**config.mk**
```make
export PLATFORM = sky130hd
export DESIGN_NAME = iq_modulation
export DESIGN_NICKNAME = d
export VERILOG_FILES = /design/src/rtl/iq_pkg.sv /design/src/rtl/lo_quadrature_gen.sv /design/src/rtl/iq_modulation.sv
export SDC_FILE = /design/constraint.sdc
export NUM_CORES = 1
export LEC_CHECK = 0
export ABC_AREA = 1
export ABC_CLOCK_PERIOD_IN_PS = 2620
export CORE_MARGIN = 10
export CORE_UTILIZATION = 50
export CTS_BUF_LIST = sky130_fd_sc_hd__clkbuf_8
export DETAILED_ROUTE_END_ITERATION = 8
export PLACE_DENSITY = 0.79
export SLEW_MARGIN = 20
export SYNTH_ARGS = -nofsm -noshare
export SYNTH_HDL_FRONTEND = slang
export SYNTH_SLANG_ARGS = --single-unit
```
**constraint.sdc**
```tcl
create_clock -name clk -period 2.62 [get_ports clk]
set_input_delay 0.262 -clock clk [delete_from_list [all_inputs] [get_ports clk]]
set_output_delay 0.262 -clock clk [all_outputs]
set_load 0.03 [all_outputs]
```
**src/rtl/iq_pkg.sv**
```systemverilog
// Shared types and helpers for the fs/4 quadrature mixer path (TX modulator and RX demodulator).
// Sample width, LO phase encoding and the saturating negate used by the mix stage.
package iq_pkg;

   localparam int IQ_W = 5;

   typedef enum logic [1:0] {PH0, PH1, PH2, PH3} lo_phase_t;

   localparam logic signed [IQ_W:0] IQ_MAX = {2'b00, {(IQ_W-1){1'b1}}};

   // Negate at W+1 bits so -(-2^(W-1)) clamps to +max instead of wrapping.
   function automatic logic signed [IQ_W-1:0] sat_neg(input logic signed [IQ_W-1:0] x);
      logic signed [IQ_W:0] n;
      n = {x[IQ_W-1], x};
      n = -n;
      if (n > IQ_MAX) begin
         return IQ_MAX[IQ_W-1:0];
      end
      return n[IQ_W-1:0];
   endfunction

endpackage

```
**src/rtl/lo_quadrature_gen.sv**
```systemverilog
// fs/4 LO phase generator: steps PH0..PH3 once per advance, reloads PHASE_INIT on phase_clr.
// Outputs the phase in effect this cycle (clear already applied) with its cos/sin pair.
module lo_quadrature_gen
   import iq_pkg::*;
#(
   parameter int PHASE_INIT = 0
) (
   input  logic              clk,
   input  logic              reset,
   input  logic              phase_clr,
   input  logic              advance,
   output lo_phase_t         phase,
   output logic signed [1:0] lo_cos,
   output logic signed [1:0] lo_sin
);

   localparam lo_phase_t INIT_PH = lo_phase_t'(PHASE_INIT[1:0]);

   lo_phase_t state_q, state_d, cur;

   always_ff @(posedge clk) begin
      if (reset) begin
         state_q <= INIT_PH;
      end else begin
         state_q <= state_d;
      end
   end

   // A clear coinciding with an advance uses INIT for this sample and INIT+1 afterwards.
   always_comb begin
      cur     = phase_clr ? INIT_PH : state_q;
      state_d = cur;
      lo_cos  = 2'sb00;
      lo_sin  = 2'sb00;
      if (advance) begin
         state_d = lo_phase_t'(cur + 2'd1);
      end
      case (cur)
         PH0:     lo_cos = 2'sb01;
         PH1:     lo_sin = 2'sb01;
         PH2:     lo_cos = 2'sb11;
         default: lo_sin = 2'sb11;
      endcase
   end

   assign phase = cur;

endmodule

```
**src/rtl/iq_modulation.sv**
```systemverilog
// TX quadrature up-converter: I_IF = I*cos - Q*sin, Q_IF = I*sin + Q*cos with an fs/4 LO.
// Two registered stages (sample+LO, then mixed/saturated result); stalls only when both are full.
module iq_modulation
   import iq_pkg::*;
#(
   parameter int W          = IQ_W,
   parameter int PHASE_INIT = 0
) (
   input  logic                clk,
   input  logic                reset,
   input  logic                phase_clr,
   input  logic signed [W-1:0] I_BB,
   input  logic signed [W-1:0] Q_BB,
   input  logic                bb_valid,
   output logic                bb_ready,
   output logic signed [W-1:0] I_IF,
   output logic signed [W-1:0] Q_IF,
   output logic                if_valid,
   input  logic                if_ready,
   output logic [1:0]          lo_phase
);

   localparam lo_phase_t INIT_PH = lo_phase_t'(PHASE_INIT[1:0]);

   logic                s1_vld_q;
   logic signed [W-1:0] s1_i_q, s1_q_q;
   logic signed [1:0]   s1_cos_q, s1_sin_q;
   lo_phase_t           s1_ph_q;

   logic                if_vld_q;
   logic signed [W-1:0] i_if_q, q_if_q, i_if_d, q_if_d;

   logic                stall, accept;
   lo_phase_t           lo_ph;
   logic signed [1:0]   lo_cos, lo_sin, nsin;

   assign stall    = if_vld_q && !if_ready;
   assign bb_ready = !(s1_vld_q && stall);
   assign accept   = bb_valid && bb_ready;

   lo_quadrature_gen #(.PHASE_INIT(PHASE_INIT)) u_lo (
      .clk       (clk),
      .reset     (reset),
      .phase_clr (phase_clr),
      .advance   (accept),
      .phase     (lo_ph),
      .lo_cos    (lo_cos),
      .lo_sin    (lo_sin)
   );

   function automatic logic signed [W-1:0] unit_mul(input logic signed [W-1:0] x,
                                                    input logic signed [1:0]   c);
      case (c)
         2'sb01:  return x;
         2'sb11:  return sat_neg(x);
         default: return '0;
      endcase
   endfunction

   // Only one LO term is nonzero per phase, so the W-bit sum cannot overflow.
   always_comb begin
      nsin   = -s1_sin_q;
      i_if_d = unit_mul(s1_i_q, s1_cos_q) + unit_mul(s1_q_q, nsin);
      q_if_d = unit_mul(s1_i_q, s1_sin_q) + unit_mul(s1_q_q, s1_cos_q);
   end

   always_ff @(posedge clk) begin
      if (reset) begin
         s1_vld_q <= 1'b0;
         s1_i_q   <= '0;
         s1_q_q   <= '0;
         s1_cos_q <= '0;
         s1_sin_q <= '0;
         s1_ph_q  <= INIT_PH;
         if_vld_q <= 1'b0;
         i_if_q   <= '0;
         q_if_q   <= '0;
      end else begin
         if (bb_ready) begin
            s1_vld_q <= bb_valid;
         end
         if (accept) begin
            s1_i_q   <= I_BB;
            s1_q_q   <= Q_BB;
            s1_cos_q <= lo_cos;
            s1_sin_q <= lo_sin;
            s1_ph_q  <= lo_ph;
         end
         if (!stall) begin
            if_vld_q <= s1_vld_q;
            if (s1_vld_q) begin
               i_if_q <= i_if_d;
               q_if_q <= q_if_d;
            end
         end
      end
   end

   assign I_IF     = i_if_q;
   assign Q_IF     = q_if_q;
   assign if_valid = if_vld_q;
   assign lo_phase = s1_ph_q;

endmodule

```
=== Yosys cells after proc, flatten, opt, wreduce, memory -nomap -nowiden ===
Cells that the tools add are included.

* Input bits: 15
* Bits in writable memories: 0
* Register bits after elaboration: 30
* Latch bits: 0
* Memories: 0
* Bits in read-only memories: 0

* Magnitude comparators: 2
* Equality and inequality tests: 8
* Muxes and demuxes: 20
* Div/mod/pow operators: 0
* $add $sub $neg: 6
* Shift-type cells: 0
* Reductions and logical operators: 8
* Multiply operators: 0
* Bitwise operators: 1

{| class="wikitable"
|+ Operators with widths
! kind !! count
|-
| case mux 5 bit (2 select lines) || 4
|-
| 2-to-1 mux 5 bit || 6
|-
| > comparator 6 x 5 -> 1 bit, second input constant || 2
|-
| negator 5 -> 6 bit || 2
|-
| adder 5 bit || 2
|-
| == test 2 x 1 -> 1 bit, second input constant || 4
|-
| == test 2 bit, second input constant || 4
|-
| case mux 2 bit (2 select lines) || 2
|-
| 2-to-1 mux 1 bit || 6
|-
| 2-to-1 mux 2 bit || 2
|-
| logical AND 1 bit || 3
|-
| adder 2 x 1 -> 2 bit, second input constant || 1
|-
| zero test 1 bit || 2
|-
| zero test 2 bit || 1
|-
| negator 2 bit || 1
|-
| AND reduction 2 bit || 1
|-
| OR reduction 2 bit || 1
|-
| NOT 1 bit || 1
|}

=== Longest topological paths before layout ===
Gate-level depths: netlist (run 1).

* Depth in word-level cells: 7
* Gate-level depth with buffers: 18
* Gate-level depth less buffers: 18

=== Hierarchy ===
A second synthesis (run 1) with hierarchy kept.

* Cells, all modules: 253
* Area total of the unflattened synthesis: 1,818.0 sq um

{| class="wikitable"
|+ By module, submodules not included
! module !! sequential area each (sq um) !! area each (sq um) !! instances !! cells an instance
|-
| iq_modulation || 560.5 || 1,685.4 || 1 || 233
|-
| lo_quadrature_gen || 40.0 || 132.6 || 1 || 20
|}

=== Least setup slack after synthesis (run 1) ===
Ideal clock, no wire load.

* Path kind: flip-flop to flip-flop
* Start point: register s1_i_q[0]
* End point: register i_if_q[4], in the netlist I_IF[4]
* Arrival time: 2.358 ns
* Stages on the path, launching flop included: 19
* Required time: 2.511 ns
* Setup slack: 0.153 ns
* Buffers on the path: 0
* Setup time: 0.109 ns
* Clock period less this slack: 2.467 ns
* Path through: dfxtp_1 inv_1 ha_1 a21oi_4 inv_2 o21ai_2 nor2_1 o22ai_1 ha_1 fa_1 a21o_1 a21oi_1 inv_1 nand2_1 nand2_1 nand2_1 nand3_1 nand2_1 inv_1

* Longest elaborated chain between the ends: 7

{| class="wikitable"
|+ RTL lines
! what !! line !! text
|-
| start: declaration || iq_modulation.sv:26 || <nowiki>logic signed [W-1:0] s1_i_q, s1_q_q;</nowiki>
|-
| start signal: assignment || iq_modulation.sv:70 || <nowiki>s1_i_q <= '0;</nowiki>
|-
| start signal: assignment || iq_modulation.sv:83 || <nowiki>s1_i_q <= I_BB;</nowiki>
|-
| negator 5 -> 6 bit || iq_pkg.sv:15 || <nowiki>n = -n;</nowiki>
|-
| > comparator 6 x 5 -> 1 bit || iq_pkg.sv:16 || <nowiki>if (n > IQ_MAX) begin</nowiki>
|-
| 2-to-1 mux 1 bit || iq_pkg.sv:16 ||
|-
| 2-to-1 mux 1 bit || iq_modulation.sv:53 || <nowiki>case (c)</nowiki>
|-
| 2-to-1 mux 5 bit || iq_pkg.sv:19 || <nowiki>return n[IQ_W-1:0];</nowiki>
|-
| case mux 5 bit (2 select lines) (*) || iq_modulation.sv:53 ||
|-
| adder 5 bit (*) || iq_modulation.sv:63 || <nowiki>i_if_d = unit_mul(s1_i_q, s1_cos_q) + unit_mul(s1_q_q, nsin);</nowiki>
|-
| end signal: assignment || iq_modulation.sv:92 || <nowiki>i_if_q <= i_if_d;</nowiki>
|-
| end: declaration || iq_modulation.sv:31 || <nowiki>logic signed [W-1:0] i_if_q, q_if_q, i_if_d, q_if_d;</nowiki>
|}

Every way passes the cells marked *; elsewhere a longest branch is shown, timed or not. The select of a mux whose other input is x is not followed.
A chain may end at the register's enable or synchronous reset.

=== Final worst setup path (run 1) ===
* Start point: register s1_q_q[0]
* End point: register q_if_q[4], in the netlist Q_IF[4]

* Longest elaborated chain between the ends: 7

{| class="wikitable"
|+ RTL lines
! what !! line !! text
|-
| start: declaration || iq_modulation.sv:26 ||
|-
| start signal: assignment || iq_modulation.sv:71 || <nowiki>s1_q_q <= '0;</nowiki>
|-
| start signal: assignment || iq_modulation.sv:84 || <nowiki>s1_q_q <= Q_BB;</nowiki>
|-
| negator 5 -> 6 bit || iq_pkg.sv:15 ||
|-
| > comparator 6 x 5 -> 1 bit || iq_pkg.sv:16 ||
|-
| 2-to-1 mux 1 bit || iq_pkg.sv:16 ||
|-
| 2-to-1 mux 1 bit || iq_modulation.sv:53 ||
|-
| 2-to-1 mux 5 bit || iq_pkg.sv:19 ||
|-
| case mux 5 bit (2 select lines) (*) || iq_modulation.sv:53 ||
|-
| adder 5 bit (*) || iq_modulation.sv:64 || <nowiki>q_if_d = unit_mul(s1_i_q, s1_sin_q) + unit_mul(s1_q_q, s1_cos_q);</nowiki>
|-
| end signal: assignment || iq_modulation.sv:93 || <nowiki>q_if_q <= q_if_d;</nowiki>
|-
| end: declaration || iq_modulation.sv:31 ||
|}

Marks and branches as above.

==> results of run 1 <==
## state kept, by name, summed over array words and instances, names as in the netlist
register / flops
I_IF: 5
Q_IF: 5
s1_i_q: 5
s1_q_q: 5
lo_phase: 2
s1_cos_q: 2
u_lo.state_q: 2
if_valid: 1
s1_sin_q: 1
s1_vld_q: 1
## worst paths after layout
path | from | end | depth (start not counted) | slack, ns
max | s1_q_q[0] | Q_IF[4] | 15 | 0.16
min | Q_IF[1] | Q_IF[1] | 2 | 0.49
max reg2reg | s1_q_q[0] | Q_IF[4] | 15 | 0.16
min reg2reg | Q_IF[1] | Q_IF[1] | 2 | 0.49
## tightest hold or removal path, stage by stage (launching register included)
cell,delay (ns)
dfxtp_1,0.32
nor2_1,0.05
nor2_1,0.08
## cells in the mapped netlist (3+ instances only)
library cell | count | share of area (%)
nor2_1 | 33 | 7.0
dfxtp_1 | 29 | 33
inv_1 | 28 | 6.0
nand2_1 | 26 | 5.5
a21oi_1 | 22 | 6.2
o21ai_0 | 21 | 6.0
o22ai_1 | 16 | 5.7
ha_1 | 12 | 8.5
nand3_1 | 9 | 2.6
a21o_1 | 6 | 2.6
inv_2 | 5 | 1.1
nand2_2 | 4 | 1.4
buf_2 | 3 | 0.85
nand3_2 | 3 | 1.7
## final cells by class
| cell class | count | area [um2] | share of cell area [%] |
|---|---|---|---|
| multi-input cells | 170 | 1070 | 48.0 |
| flip-flops and latches | 29 | 582 | 26.0 |
| repair buffers | 32 | 310 | 13.9 |
| inverters | 34 | 128 | 5.71 |
| clock buffers | 6 | 82.6 | 3.69 |
| well taps | 46 | 57.6 | 2.57 |
| clock inverters | 1 | 3.75 | 0.168 |
## power breakdown
group / switching [mW] / internal (mW)
Combinational: 0.177 / 0.126
Clock: 0.163 / 0.204
Sequential: 0.0217 / 0.472
## repair_timing
action                     in CTS  in global routing
gates resized for setup         0                 15
buffers inserted                0                  1
hold endpoints to repair        0                  0
setup endpoints to repair       0                  3
## routing by layer
layer  vias to the layer above  global-route usage, %
met5                         -                      0
met4                         0                   5.02
met3                         7                   4.39
met2                        33                   22.0
met1                       766                   14.5
li1                        873                      -
## cell families after synthesis
logic type	Yosys count	synth area share [%]
xor+xnor	2	0.992
compound gates	73	24.7
buf+inv	41	9.35
fa+ha+maj	14	10.8
simple gates	81	21.3
flops	29	32.9
==> run summary, run 1 <==
Fin Clk Skew = 0.00246 ns
Min Hold Slack = 0.485 ns
via/cell ratio = 5.28
Die Span Y = 79.4 um
mapped cell area = 1770 um2
CP max-delay cell = fa_1
first-pass GRT wire length = 6760 um
Setup crit end kind = flop
buffer and inverter count on the worst path = 3
GRT Resource Usage Total = 12.9%
post-synthesis sequential area ratio = 32.9%
status = finished clean
Detail Placement HPWL = 3010 um
post-layout util = 66.5%
hold buffers post-CTS = 0
FMAX = 406 MHz
CP Launch Type = flop
post-route minimum period = 2.46 ns
Yosys reg bits = 29
Post-Synthesis Cells = 240
mean cell area of the mapped netlist = 7.36 um2
Core ar. = 3360 um2
Critical Path Max Stage Delay = 0.41 ns
Netlist cell types = 29
router iterations before antenna repair = 4
Area growth syn-to-layout = 26.6%
initial core utilization = 52.5%
CP required = 2.80 ns
Finished Cell Area = 2240 um2
H-Tree Depth = 2
share of layout cells above drive strength 1 = 15.4%
drt drc = 0
Clock Path Buffers = 2
CP Cell Sequence = inv_2, ha_4, a21oi_2, inv_1, o21ai_2, nor2_1, o22ai_1, ha_1, fa_1, a21o_1, a21oi_1, nand3b_1, nand3_1, nand2_1, inv_1
net count after synthesis = 269
highest routed metal layer = met4
clk slew on worst S/H paths = 0.06 ns
routability-driven placement congestion ratio = 0.897
# diodes = 0
clock sink total = 29
DP Worst Slack = 0.0586 ns
power per standard cell area = 520 nW/um2
Fin Setup TNS = 0 ns
Cells after DPL = 310
Worst-Skew Late Latency = 0.28 ns
Buffers on Ports = 28
initial antenna violation count = 0
final worst-path cycle share = 94.0%
Syn. warnings = 0
Worst EP arrival = 2.65 ns
global route overflow = 0
row count = 21
Cell Area, Placed = 2090 um2
drt initial violations = 104
Main synth FF type = dfxtp_1
CP max FO = 4
pin count of the biggest net entering global routing = 29
CP top delay family = adder cells
max-cap violation count = 0
num ports = 29
met1 wire length = 1780 um
most frequent cells in the layout = nor2_1 (32), dfxtp_1 (28), clkdlybuf4s50_1 (28)
Hold Path Class = flop to flop
nets = 301
Die X = 79.4 um
CTS tree = built
CTS root buffer = clkbuf_8
setup violators final = 0
vias in the first global route = 1612
WL final = 4150 um
post-route insts no fill = 318
met2 WL post-DR = 2050 um
Die ar. = 6310 um2
total CTS buffers = 5
# fillers = 314
Slew @ Worst Pin = 0.558 ns
WS Path Type = flop to flop
Detail Route Antenna Nets = 0
Crit path top cell by count = inv_1
most common cell after layout, fill and taps aside = nor2_1
setup slack after layout = 0.156 ns
Leak Pwr = 1.02 nW
Final Hold Fails = 0
Post-synth EDFFs = 0
via count = 1679
met3 routed WL = 247 um
Max Slew Vio Count = 0
Slew headroom = 62.7%
total power draw = 1.16 mW
drt wl/cell = 13.0 um
maximum vdd drop = 0.342 mV
async set or reset register ratio after synthesis = 0%
Note: power is estimated with default switching activity, not from simulation.
==> run 2: changes to the inputs <==
--- a/config.mk
+++ b/config.mk
@@ -10,6 +10,7 @@
 export CORE_MARGIN = 10
 export CORE_UTILIZATION = 50
 export CTS_BUF_LIST = sky130_fd_sc_hd__clkbuf_8
+export CTS_CLUSTER_DIAMETER = 50
 export DETAILED_ROUTE_END_ITERATION = 8
 export PLACE_DENSITY = 0.79
 export SLEW_MARGIN = 20
==> results of run 2 <==
No change in the layout: final DEF, timing and power equal those of run 1.
==> run 3: changes to the inputs <==
--- a/config.mk
+++ b/config.mk
@@ -13,6 +13,7 @@
 export CTS_CLUSTER_DIAMETER = 50
 export DETAILED_ROUTE_END_ITERATION = 8
 export PLACE_DENSITY = 0.79
+export REMOVE_ABC_BUFFERS = 1
 export SLEW_MARGIN = 20
 export SYNTH_ARGS = -nofsm -noshare
 export SYNTH_HDL_FRONTEND = slang
==> run summary, run 3 (synthesis results as in run 1) <==
nets = 300 (-0.33%)
Setup crit end kind = flop
RSZ-0062 raised after global routing = yes
Leak Pwr = 1.02 nW (+0.26%)
total CTS buffers = 5 (unchanged)
Die ar. = 6310 um2 (unchanged)
WS Path Type = flop to flop
Slew headroom = 64.3% (+1.6 points)
routability-driven placement congestion ratio = 0.856 (-4.6%)
Clock Path Buffers = 2 (unchanged)
drt wl/cell = 12.8 um (-1.9%)
Worst EP arrival = 2.68 ns (+0.03 ns)
Detail Route Antenna Nets = 0 (unchanged)
Slew @ Worst Pin = 0.534 ns (-0.0242 ns)
CP max-delay cell = dfxtp_1
Critical Path Max Stage Delay = 0.38 ns (-0.03 ns)
vias in the first global route = 1604 (-0.50%)
WL final = 4060 um (-2.2%)
drt drc = 0 (unchanged)
clk slew on worst S/H paths = 0.06 ns (about the same)
Worst-Skew Late Latency = 0.29 ns (about the same)
Die X = 79.4 um (unchanged)
share of layout cells above drive strength 1 = 15.1% (-0.31 points)
post-layout util = 66.8% (+0.30 points)
Final Hold Fails = 0 (unchanged)
via/cell ratio = 5.26 (-0.34%)
global route overflow = 0 (unchanged)
setup violators final = 0 (unchanged)
Hold Path Class = flop to flop
most common cell after layout, fill and taps aside = nor2_1
Die Span Y = 79.4 um (unchanged)
CP required = 2.81 ns (about the same)
num ports = 29 (unchanged)
maximum vdd drop = 0.336 mV (-1.8%)
H-Tree Depth = 2 (unchanged)
most frequent cells in the layout = nor2_1 (31), dfxtp_1 (28), inv_1 (28), clkdlybuf4s50_1 (28), nand2_1 (26)
# diodes = 0 (unchanged)
Area growth syn-to-layout = 27.2%
total power draw = 1.24 mW (+6.4%)
FMAX = 401 MHz (-1.1%)
CTS tree = built
router iterations before antenna repair = 4 (unchanged)
first-pass GRT wire length = 6860 um (+1.4%)
# fillers = 301 (-4.1%)
drt initial violations = 73 (-30%)
CP Cell Sequence = inv_2, ha_4, or2_2, a21oi_1, o22ai_1, ha_1, a21o_1, a21oi_2, inv_1, nand2_1, nand2_1, nand2_1, nand3_1, nand2_1, inv_1
initial core utilization = 52.5% (unchanged)
setup slack after layout = 0.128 ns (-0.0281 ns)
DP Worst Slack = 0.0405 ns (-0.0181 ns)
Buffers on Ports = 28 (unchanged)
CP Launch Type = flop
GRT Resource Usage Total = 13.2% (+0.26 points)
CTS root buffer = clkbuf_8
clock sink total = 29 (unchanged)
max-cap violation count = 0 (unchanged)
Fin Clk Skew = 0.00812 ns (+0.00566 ns)
status = finished clean
Crit path top cell by count = nand2_1
pin count of the biggest net entering global routing = 29 (unchanged)
post-route minimum period = 2.49 ns (+0.0281 ns)
postcts setup bufs = 0 (unchanged)
Max Slew Vio Count = 0 (unchanged)
initial antenna violation count = 0 (unchanged)
power per standard cell area = 551 nW/um2 (+5.9%)
via count = 1668 (-0.66%)
Detail Placement HPWL = 3040 um (+1.2%)
row count = 21 (unchanged)
CP max FO = 6 (+2)
Core ar. = 3360 um2 (unchanged)
final worst-path cycle share = 95.1% (+1.1 points)
run 3: changes by cell type in the layout (fill, tap and decap cells not counted), sizes merged:
cell    before  now
bufinv       0    1
inv         34   33
clkinv       1    2
clkbuf       6    5
buf          4    3
run 3: path summary, 6_finish.rpt:
kind / startpoint / end / slack (ns) / cells past startpoint
max: s1_q_q[0] / I_IF[4] / 0.13 / 15
min: Q_IF[1] / Q_IF[1] / 0.48 / 2
max reg2reg: s1_q_q[0] / I_IF[4] / 0.13 / 15
min reg2reg: Q_IF[1] / Q_IF[1] / 0.48 / 2
run 3: what timing repair did:
| item | CTS | global route |
|---|---|---|
| endpoints found under the hold margin | 0 | 0 |
| hold buffers | 0 | 0 |
| setup endpoints to repair | 0 | 4 |
| gates resized for setup | 0 | 13 |
run 3: through the flow:
step	cell area, um2	hold slack, ns	TNS, ns	cells
after floorplan	1730	0.331	0	233
after detailed placement	2090	0.476	0	310
final	2250	0.484	0	317
after global routing	2250	0.511	-0.189	317
after CTS	2190	0.490	0	317
after global placement	2090	0.466	0	310
run 3: layout make-up:
type | count | area [um2] | area share, %
multi-input cells | 170 | 1070 | 47.7
flip-flops and latches | 29 | 582 | 25.9
repair buffers | 31 | 303 | 13.5
inverters | 34 | 128 | 5.68
clock buffers | 5 | 68.8 | 3.06
well taps | 46 | 57.6 | 2.56
clock inverters | 2 | 35.0 | 1.56
run 3: power by group:
part	switching (mW)	internal [mW]	total (mW)
clock network	0.169	0.276	0.445
logic	0.176	0.123	0.298
registers	0.0216	0.472	0.494
total	0.366	0.871	1.24
run 3: worst max-delay path: cells and delay by family (launching register included):
kind,cells,cell delay (ns)
AO/OA/AOI/OAI,4,0.73
AND/OR/NAND/NOR,6,0.60
adder cells (fa/ha/maj),2,0.51
flip-flops,1,0.38
buffers and inverters,3,0.18
run 3: layer usage:
metal	track usage [%]	vias to the layer above	wire, um
met2	21.3	46	1890
met1	15.1	738	1820
met5	0	-	0
met3	4.39	14	233
li1	-	870	-
met4	6.81	0	113
